===== config.mk =====
export PLATFORM = sky130hd
export DESIGN_NAME = layer2_conv_engine
export DESIGN_NICKNAME = d
export VERILOG_FILES = /design/src/rtl/layer2_conv_engine.sv
export SDC_FILE = /design/constraint.sdc
export NUM_CORES = 2
export LEC_CHECK = 0
export CAP_MARGIN = 20
export CORE_MARGIN = 2
export CORE_UTILIZATION = 55
export CTS_CLUSTER_DIAMETER = 80
export DETAILED_ROUTE_END_ITERATION = 8
export PLACE_DENSITY = 0.85
export SYNTH_ARGS = -nofsm -noshare
export SYNTH_HDL_FRONTEND = slang
export SYNTH_SLANG_ARGS = --single-unit

===== constraint.sdc =====
create_clock -name clk -period 85 [get_ports clk]
set_input_delay 8.5 -clock clk [delete_from_list [all_inputs] [get_ports clk]]
set_output_delay 8.5 -clock clk [all_outputs]
set_load 0.02 [all_outputs]

===== src/rtl/layer2_conv_engine.sv =====
// layer2_conv_engine: 3x3x8 valid convolution over the pooled 14x14x8 maps.
// Ports: clk/rst, start/busy/done, pooled-memory read (load/addr1/addr2/in_a/in_b),
// weight ROM (wt_addr/wt_data), result store (store/out_c/w_addr/value).
module layer2_conv_engine #(
  parameter int OC_NUM        = 8,
  parameter int IN_ROW_STRIDE = 56,
  parameter int IN_COL_STRIDE = 2,
  parameter int OUT_DIM       = 12,
  parameter int SHIFT         = 7
) (
  input  logic         clk,
  input  logic         rst,
  input  logic         start,
  output logic         busy,
  output logic         done,
  output logic         load,
  output logic [9:0]   addr1,
  output logic [9:0]   addr2,
  input  logic [63:0]  in_a,
  input  logic [63:0]  in_b,
  output logic [6:0]   wt_addr,
  input  logic [127:0] wt_data,
  output logic         store,
  output logic [3:0]   out_c,
  output logic [9:0]   w_addr,
  output logic [7:0]   value
);

  typedef enum logic [2:0] {
    S_IDLE,
    S_READ,
    S_DRAIN,
    S_OUT,
    S_FIN
  } state_t;

  localparam logic [3:0] LAST_RC = 4'(OUT_DIM - 1);
  localparam logic [3:0] LAST_OC = 4'(OC_NUM - 1);

  state_t state, state_nx;
  logic armed;
  logic [2:0] k;
  logic [3:0] r, c, oc;
  logic signed [21:0] acc, acc_nx, psum, shifted;
  logic signed [15:0] pa, pb;
  logic [7:0] sat;
  logic [3:0] ta, tb, offa, offb;
  logic rd, first_pair, last_pair, mac_en, last_pix;

  // {dr, dc} of tap t within the 3x3 window
  function automatic logic [3:0] tap_off(input logic [3:0] t);
    logic [3:0] o;
    case (t)
      4'd0:    o = 4'b00_00;
      4'd1:    o = 4'b00_01;
      4'd2:    o = 4'b00_10;
      4'd3:    o = 4'b01_00;
      4'd4:    o = 4'b01_01;
      4'd5:    o = 4'b01_10;
      4'd6:    o = 4'b10_00;
      4'd7:    o = 4'b10_01;
      default: o = 4'b10_10;
    endcase
    return o;
  endfunction

  function automatic logic [9:0] tap_addr(
    input logic [3:0] row,
    input logic [3:0] col
  );
    return 10'(row) * 10'(IN_ROW_STRIDE)
         + 10'(col) * 10'(IN_COL_STRIDE);
  endfunction

  assign rd = (state == S_READ);
  assign busy = (state == S_READ) || (state == S_DRAIN)
             || (state == S_OUT);
  assign done = (state == S_FIN);
  assign load = rd;

  // Pair k reads taps 2k and 2k+1; the last pair repeats tap 8.
  assign ta = {k, 1'b0};
  assign tb = (k == 3'd4) ? 4'd8 : {k, 1'b1};
  assign offa = tap_off(ta);
  assign offb = tap_off(tb);

  assign addr1 = rd ? tap_addr(r + {2'b00, offa[3:2]},
                               c + {2'b00, offa[1:0]}) : '0;
  assign addr2 = rd ? tap_addr(r + {2'b00, offb[3:2]},
                               c + {2'b00, offb[1:0]}) : '0;
  assign wt_addr = rd ? 7'(oc) * 7'd5 + 7'(k) : '0;

  // Data for the pair issued last cycle is on the inputs now.
  assign first_pair = rd && (k == 3'd1);
  assign last_pair = (state == S_DRAIN);
  assign mac_en = (rd && (k != 3'd0)) || last_pair;

  always_comb begin
    psum = '0;
    pa = '0;
    pb = '0;
    for (int i = 0; i < 8; i++) begin
      pa = 16'($signed(in_a[8*i +: 8]))
         * 16'($signed(wt_data[8*i +: 8]));
      pb = 16'($signed(in_b[8*i +: 8]))
         * 16'($signed(wt_data[64+8*i +: 8]));
      psum = psum + 22'(pa);
      if (!last_pair) psum = psum + 22'(pb);
    end
  end

  assign acc_nx = first_pair ? psum : acc + psum;
  assign shifted = acc_nx >>> SHIFT;

  always_comb begin
    if (shifted > 22'sd127) sat = 8'h7f;
    else if (shifted < -22'sd128) sat = 8'h80;
    else sat = shifted[7:0];
  end

  assign last_pix = (c == LAST_RC) && (r == LAST_RC)
                 && (oc == LAST_OC);

  always_comb begin
    state_nx = state;
    unique case (state)
      S_IDLE:  if (start && armed) state_nx = S_READ;
      S_READ:  if (k == 3'd4) state_nx = S_DRAIN;
      S_DRAIN: state_nx = S_OUT;
      S_OUT:   state_nx = last_pix ? S_FIN : S_READ;
      S_FIN:   state_nx = S_IDLE;
      default: state_nx = S_IDLE;
    endcase
  end

  always_ff @(posedge clk) begin
    if (!rst) begin
      state  <= S_IDLE;
      armed  <= 1'b0;
      k      <= '0;
      r      <= '0;
      c      <= '0;
      oc     <= '0;
      acc    <= '0;
      store  <= 1'b0;
      out_c  <= '0;
      w_addr <= '0;
      value  <= '0;
    end else begin
      state <= state_nx;
      store <= 1'b0;
      if (mac_en) acc <= acc_nx;
      unique case (state)
        S_IDLE: begin
          if (start && armed) begin
            armed <= 1'b0;
            k  <= '0;
            r  <= '0;
            c  <= '0;
            oc <= '0;
          end else if (!start) begin
            armed <= 1'b1;
          end
        end
        S_READ: k <= (k == 3'd4) ? 3'd0 : k + 3'd1;
        S_DRAIN: begin
          // acc_nx already holds the final pair here
          store  <= 1'b1;
          out_c  <= oc;
          w_addr <= 10'(r) * 10'(OUT_DIM) + 10'(c);
          value  <= sat;
        end
        S_OUT: begin
          if (c == LAST_RC) begin
            c <= '0;
            if (r == LAST_RC) begin
              r <= '0;
              if (!last_pix) oc <= oc + 4'd1;
            end else begin
              r <= r + 4'd1;
            end
          end else begin
            c <= c + 4'd1;
          end
        end
        default: ;
      endcase
    end
  end

endmodule


* Yosys cells after proc, flatten, opt, wreduce, memory -nomap -nowiden
Memories as Yosys holds them, arrays and structs flattened. A register that Yosys moved wholly into a read port is not among the register bits.
Cells that the tools add are included.
** Word-level totals
- Register bits after elaboration :: 64
- Bits in read-only memories :: 64
- Input port bits :: 259
- Word-level logic and storage cells :: 135
- Memories kept :: 2
** Operators by class
- $add $sub $neg :: 28
- Multiply operators :: 20
- Order comparisons :: 2
- Equal/unequal tests :: 15
- Muxes and demuxes :: 39
- Reductions and logical operators :: 18
** Memories
- (name not given) :: words 8, width 4, rd ports 1, clocked after memory_dff 0, write ports 0, line 53 : case (t)
- (name not given) :: words 8, width 4, rd ports 1, clocked after memory_dff 1, write ports 0, line 53
** Operator list (count)
- 22-bit by 16-bit adder with 22-bit output :: 14
- 8-bit by 8-bit multiplier with 16-bit output :: 16
- 22-bit two-way mux :: 9
- 4-bit two-way mux :: 10
- 4-bit case mux with 2 select lines :: 3
- 22-bit adder :: 1
- 4-bit by 3-bit multiplier with 7-bit output (second input constant) :: 3
- 3-bit two-way mux :: 7
- 10-bit by 5-bit adder with 10-bit output :: 2
- 10-bit two-way mux :: 2
- 16-bit by 16-bit adder with 17-bit output :: 1
- 4-bit by 2-bit adder with 4-bit output :: 4
- 8-bit two-way mux :: 2
- 15-bit by 8-bit > comparator with 1-bit output (second input constant) :: 1
- 15-bit by 8-bit less-than comparator with 1-bit output (second input constant) :: 1
- 4-bit by 1-bit adder with 4-bit output (second input constant) :: 3
- 3-bit case mux with 4 select lines :: 1
- 8-bit by 4-bit adder with 9-bit output :: 1
- 4-bit equality test (second input constant) :: 2
- 2-bit by 1-bit != test with 1-bit output (second input constant) :: 4
- 2-bit AND reduction :: 4
- 7-bit by 3-bit adder with 7-bit output :: 1
- 7-bit two-way mux :: 1
- 3-bit by 1-bit equality test with 1-bit output (second input constant) :: 2
- other kinds (15) :: 27

* Logic depth before layout (Yosys ltp)
- Depth after elaboration :: 29
- Mapped depth :: 212

* Worst setup path after synthesis
Ideal clock, no wire load.
- Path kind :: input-to-reg
- Start point :: in in_a[4]
- End point :: reg value[0]
- Setup time :: 119 ps
- Arrival time :: 61482 ps
- Slack :: 23400 ps
- Stages :: 199
- Path buffers :: 1
- Cells stage by stage :: and2_1 ha_1 inv_1 fa_1 inv_1 ha_1 inv_1 fa_1 inv_1 ha_1 inv_1 fa_1 xor2_1 fa_1 fa_1 inv_1 fa_1 fa_1 [... 163 more ...] fa_1 ha_1 ha_1 a21oi_1 o21ai_0 xor2_1 mux2_2 ha_1 o21ai_0 nor2b_1 o31ai_1 nand2_1 xnor3_1 xnor2_1 xnor2_1 xnor2_2 a21oi_1 o221a_1
** On the way
- Longest elaborated chain between the ends :: 29
- Elaborated cells on any way between the ends :: 30
- Classes of those cells :: add/sub: 16; mul: 1; order compare: 2; mux: 11
** RTL lines
- from (decl) :: line 19 : input logic [63:0] in_a,
- 8-bit by 8-bit multiplier with 16-bit output (*) :: line 104 : * 16'($signed(wt_data[8*i +: 8]));
- 16-bit by 16-bit adder with 17-bit output :: line 108 : if (!last_pair) psum = psum + 22'(pb);
- 22-bit two-way mux (*) :: line 108
- 22-bit by 16-bit adder with 22-bit output (*) :: line 107 : psum = psum + 22'(pa);
- 22-bit by 16-bit adder with 22-bit output :: line 108
- 22-bit two-way mux (*) :: line 108
- 22-bit by 16-bit adder with 22-bit output (*) :: line 107
- 22-bit by 16-bit adder with 22-bit output :: line 108
- [... 13 more ...]
- 22-bit by 16-bit adder with 22-bit output (*) :: line 107
- 22-bit by 16-bit adder with 22-bit output :: line 108
- 22-bit two-way mux (*) :: line 108
- 22-bit adder :: line 112 : assign acc_nx = first_pair ? psum : acc + psum;
- 22-bit two-way mux (*) :: line 112
- 15-bit by 8-bit less-than comparator with 1-bit output :: line 117 : else if (shifted < -22'sd128) sat = 8'h80;
- 8-bit two-way mux :: line 117
- 8-bit two-way mux (*) :: line 116 : if (shifted > 22'sd127) sat = 8'h7f;
- to (signal assigned) :: line 171 : value <= sat;
- to (decl) :: line 26 : output logic [7:0] value
Every way passes the cells marked *; elsewhere a longest branch is shown, timed or not.
A chain may end at the register's enable or synchronous reset.

* Worst setup path after layout
Same ends and word-level chain as after synthesis.

==> results.tsv <==
stage	metric	value	unit
status	status	completed	
clock_tree	clock_sinks	66	
critical_path	cp_slowest_cell	fa_1	
critical_path	cp_slowest_stage_delay	600	ps
clock_tree	tritoncts.num_buffers	9	
yosys	synth_compound_area_frac	0.0729	
global_route	grt_pass1_vias	52597	
die	die_y	349	um
die	die_w	349	um
critical_path	cp-start-kind	input port	
placement	gp_congestion	0.939	
clock_tree	h-tree-depth	3	
layout	layout-drive-gt1-share	0.00954	
critical_path	crit_top_cell	fa_1	
timing	finalClockSkew	9.96	ps
global_route	antenna_found_initial	25	
yosys	syn_inst	7094	
timing	relSlewSlack	0.333	
die	fp.dieArea	122000	sq um
placement	dp_hpwl	133000	um
yosys	ys_warn_count	0	
yosys	synthArstFlopShare	0	
clock_tree	cts_resized	0	
yosys	synthAdderAreaFrac	0.613	
route	route.detailed.drc	0	
yosys	yosysUniqueCellTypes	83	
clock_tree	cts_tree	done	
clock_tree	cts_buffer_depth	2	
yosys	synthTopCellsByArea	fa_1, ha_1, inv_1	
clock_tree	cts_setup_buffers	0	
yosys	syn_area	65400	sq um
yosys	synth_top_family_by_area	adder cells	
die	core_area	118000	sq um
clock_tree	cts_root_buf	clkbuf_16	
yosys	synth_area_leader_cell	fa_1	
die	start_util	0.554	
clock_tree	hold_buffers	0	
clock_tree	clock_latency	330	ps
yosys	synth_top_area_share	0.453	
layout	n_fill_cell	9599	
yosys	synth_xor_area_frac	0.0525	
yosys	synthMuxAreaShare	0.00513	
die	pin_count	312	
layout	fin_nets	9908	
placement	dp.cells	8856	
layout	synthToLayoutAreaGrowth	7.72	%
critical_path	cp.arrival	65910	ps
yosys	synth-main-ff-cell	dfxtp_1	
timing	setup_viol	0	
timing	finalCritPeriodShare	0.773	
timing	slew_viol_final	0	
timing	timing.fmax	0.0152	GHz
global_route	grt_overflow	0	
route	routed_wl	147000	um
route	drt_pass1_iterations	6	
global_route	grt_util_all_layers	0.251	
critical_path	crit_type	input port to flop	
route	postRouteAntennaNets	0	
die	row_count	126	
timing	final_hold_viol_count	0	
clock_tree	clk_pin_slew	50	ps
yosys	synth_area_per_cell	9.22	sq um
placement	io_buffers	308	
timing	tightestPinTransition	998	ps
yosys	synth-simple-area-share	0.134	
yosys	ys_seq_elements	66	
critical_path	crit_path_end_kind	flop	
global_route	grt_max_degree	61	
timing	period_needed	65700	ps
critical_path	critPathRequiredTime	85210	ps
route	vias	47711	
critical_path	path_max_fanout	8	
yosys	synth_seq_area_share	0.0202	
layout	stdcell_count	8895	
worst_hold_path	hold_class	flop to flop	
timing	rsz0062_at_grt	false	
route	drtIter0Drc	2303	
global_route	grt_pass1_wl	252000	um
run	maxCapViolations	0	
timing	tns	0	ps
route	vias_per_cell	5.36	
yosys	synth_edf_count	0	
route	post_drt_wl_per_cell	16.6	um
## Yosys cell counts (all sizes together) (38+ instances only)
library cell and instances:
inv 1668, fa 1481, ha 836, nand2 675, and2 504, xnor2 279, a21oi 247, nor2 231
o21ai 183, nand2b 141, xor2 99, a21o 93, clkbuf 82, dfxtp 66, nor3 58, o21bai 55
a211oi 38
## cell families after synthesis
family / after synthesis
AO/OA/AOI/OAI: 760
XOR/XNOR: 383
adder cells (fa/ha/maj): 2317
buffers and inverters: 1765
flip-flops: 66
multiplexers: 33
other: 1
AND/OR/NAND/NOR: 1769
## final timing paths
| kind | slack, ps | start | to | depth (start not counted) |
|---|---|---|---|---|
| setup / recovery | 19300 | in_a[4] | value[0]$_SDFFE_PN0P_ | 201 |
| hold / removal | 460 | out_c[3]$_SDFFE_PN0P_ | out_c[3]$_SDFFE_PN0P_ | 2 |
| hold reg to reg | 460 | out_c[3]$_SDFFE_PN0P_ | out_c[3]$_SDFFE_PN0P_ | 2 |
| setup reg to reg | 32340 | state[1]$_SDFFE_PN0P_ | value[0]$_SDFFE_PN0P_ | 177 |
## cells in the final DEF (no fill, tap or decap), drive strengths merged, types with 8 or more instances in the layout
cell type / Yosys / routed
fa: 1481 / 1481
a211oi: 38 / 38
nor2: 231 / 231
a21boi: 10 / 10
and3: 12 / 12
nand4: 15 / 15
xnor2: 279 / 279
mux2i: 29 / 29
a21oi: 247 / 247
dfxtp: 66 / 66
a21o: 93 / 93
o21ai: 183 / 183
or3: 16 / 16
diode: 0 / 22
nand3b: 11 / 11
nor3: 58 / 58
or2: 15 / 15
and2: 504 / 504
a31oi: 22 / 22
nor2b: 30 / 30
buf: 15 / 14
nand2: 675 / 675
nand2b: 141 / 141
inv: 1668 / 1668
o221a: 8 / 8
clkbuf: 82 / 12
clkdlybuf4s50: 0 / 308
xor2: 99 / 99
o21a: 26 / 26
o211ai: 9 / 9
ha: 836 / 836
o21bai: 55 / 55
nand3: 35 / 35
## critical path: cells and delay by family
| kind | cells | cell delay [ps] |
|---|---|---|
| buffers and inverters | 41 | 2800 |
| and+or+nand+nor | 16 | 2730 |
| AOI/OAI and AO/OA | 30 | 6090 |
| xor gates and xnor gates | 16 | 3580 |
| muxes | 1 | 280 |
| adders and majority gates | 97 | 41880 |
## sequential cells by signal, indices dropped and copies added, names as in the netlist, 3 cells and up, named ones only
name and cells:
acc 22, value 8, state 3, oc 4
r 4, w_addr 9, out_c 4, k 3
c 4
## layer usage
| layer | GRT usage | part of all wire | vias up | routed length [um] |
|---|---|---|---|---|
| li1 | - | - | 22136 | - |
| met1 | 0.318 | 0.41 | 24132 | 60000 |
| met2 | 0.455 | 0.52 | 1202 | 76700 |
| met3 | 0.0218 | 0.042 | 239 | 6220 |
| met4 | 0.0745 | 0.030 | 2 | 4460 |
| met5 | 0 | 0.000088 | - | 13 |
## area by class of cell
cell class / count / area (sq um) / area share
Antenna cell: 22 / 55.1 / 0.000781
Timing Repair Buffer: 322 / 3200 / 0.0453
Clock inverter: 4 / 50.0 / 0.000710
Tap cell: 1536 / 1920 / 0.0273
Multi-Input combinational cell: 5265 / 57400 / 0.815
Sequential cell: 66 / 1320 / 0.0188
Inverter: 1668 / 6260 / 0.0888
Clock buffer: 12 / 256 / 0.00364
## metrics by stage
step / worst slack, ps / hold WS [ps] / cell area (sq um) / utilization
floorplan: 23400 / 461 / 65400 / -
global placement: 20140 / 447 / 70100 / 0.594
detailed placement: 19120 / 456 / 70100 / 0.594
CTS: 19300 / 461 / 70400 / 0.596
global route: 16640 / 483 / 70500 / 0.597
finish: 19300 / 457 / 70500 / 0.597
Power is left out: the tool's default activity adds up to more than one toggle a clock period on the data nets, which glitch-free logic cannot reach.
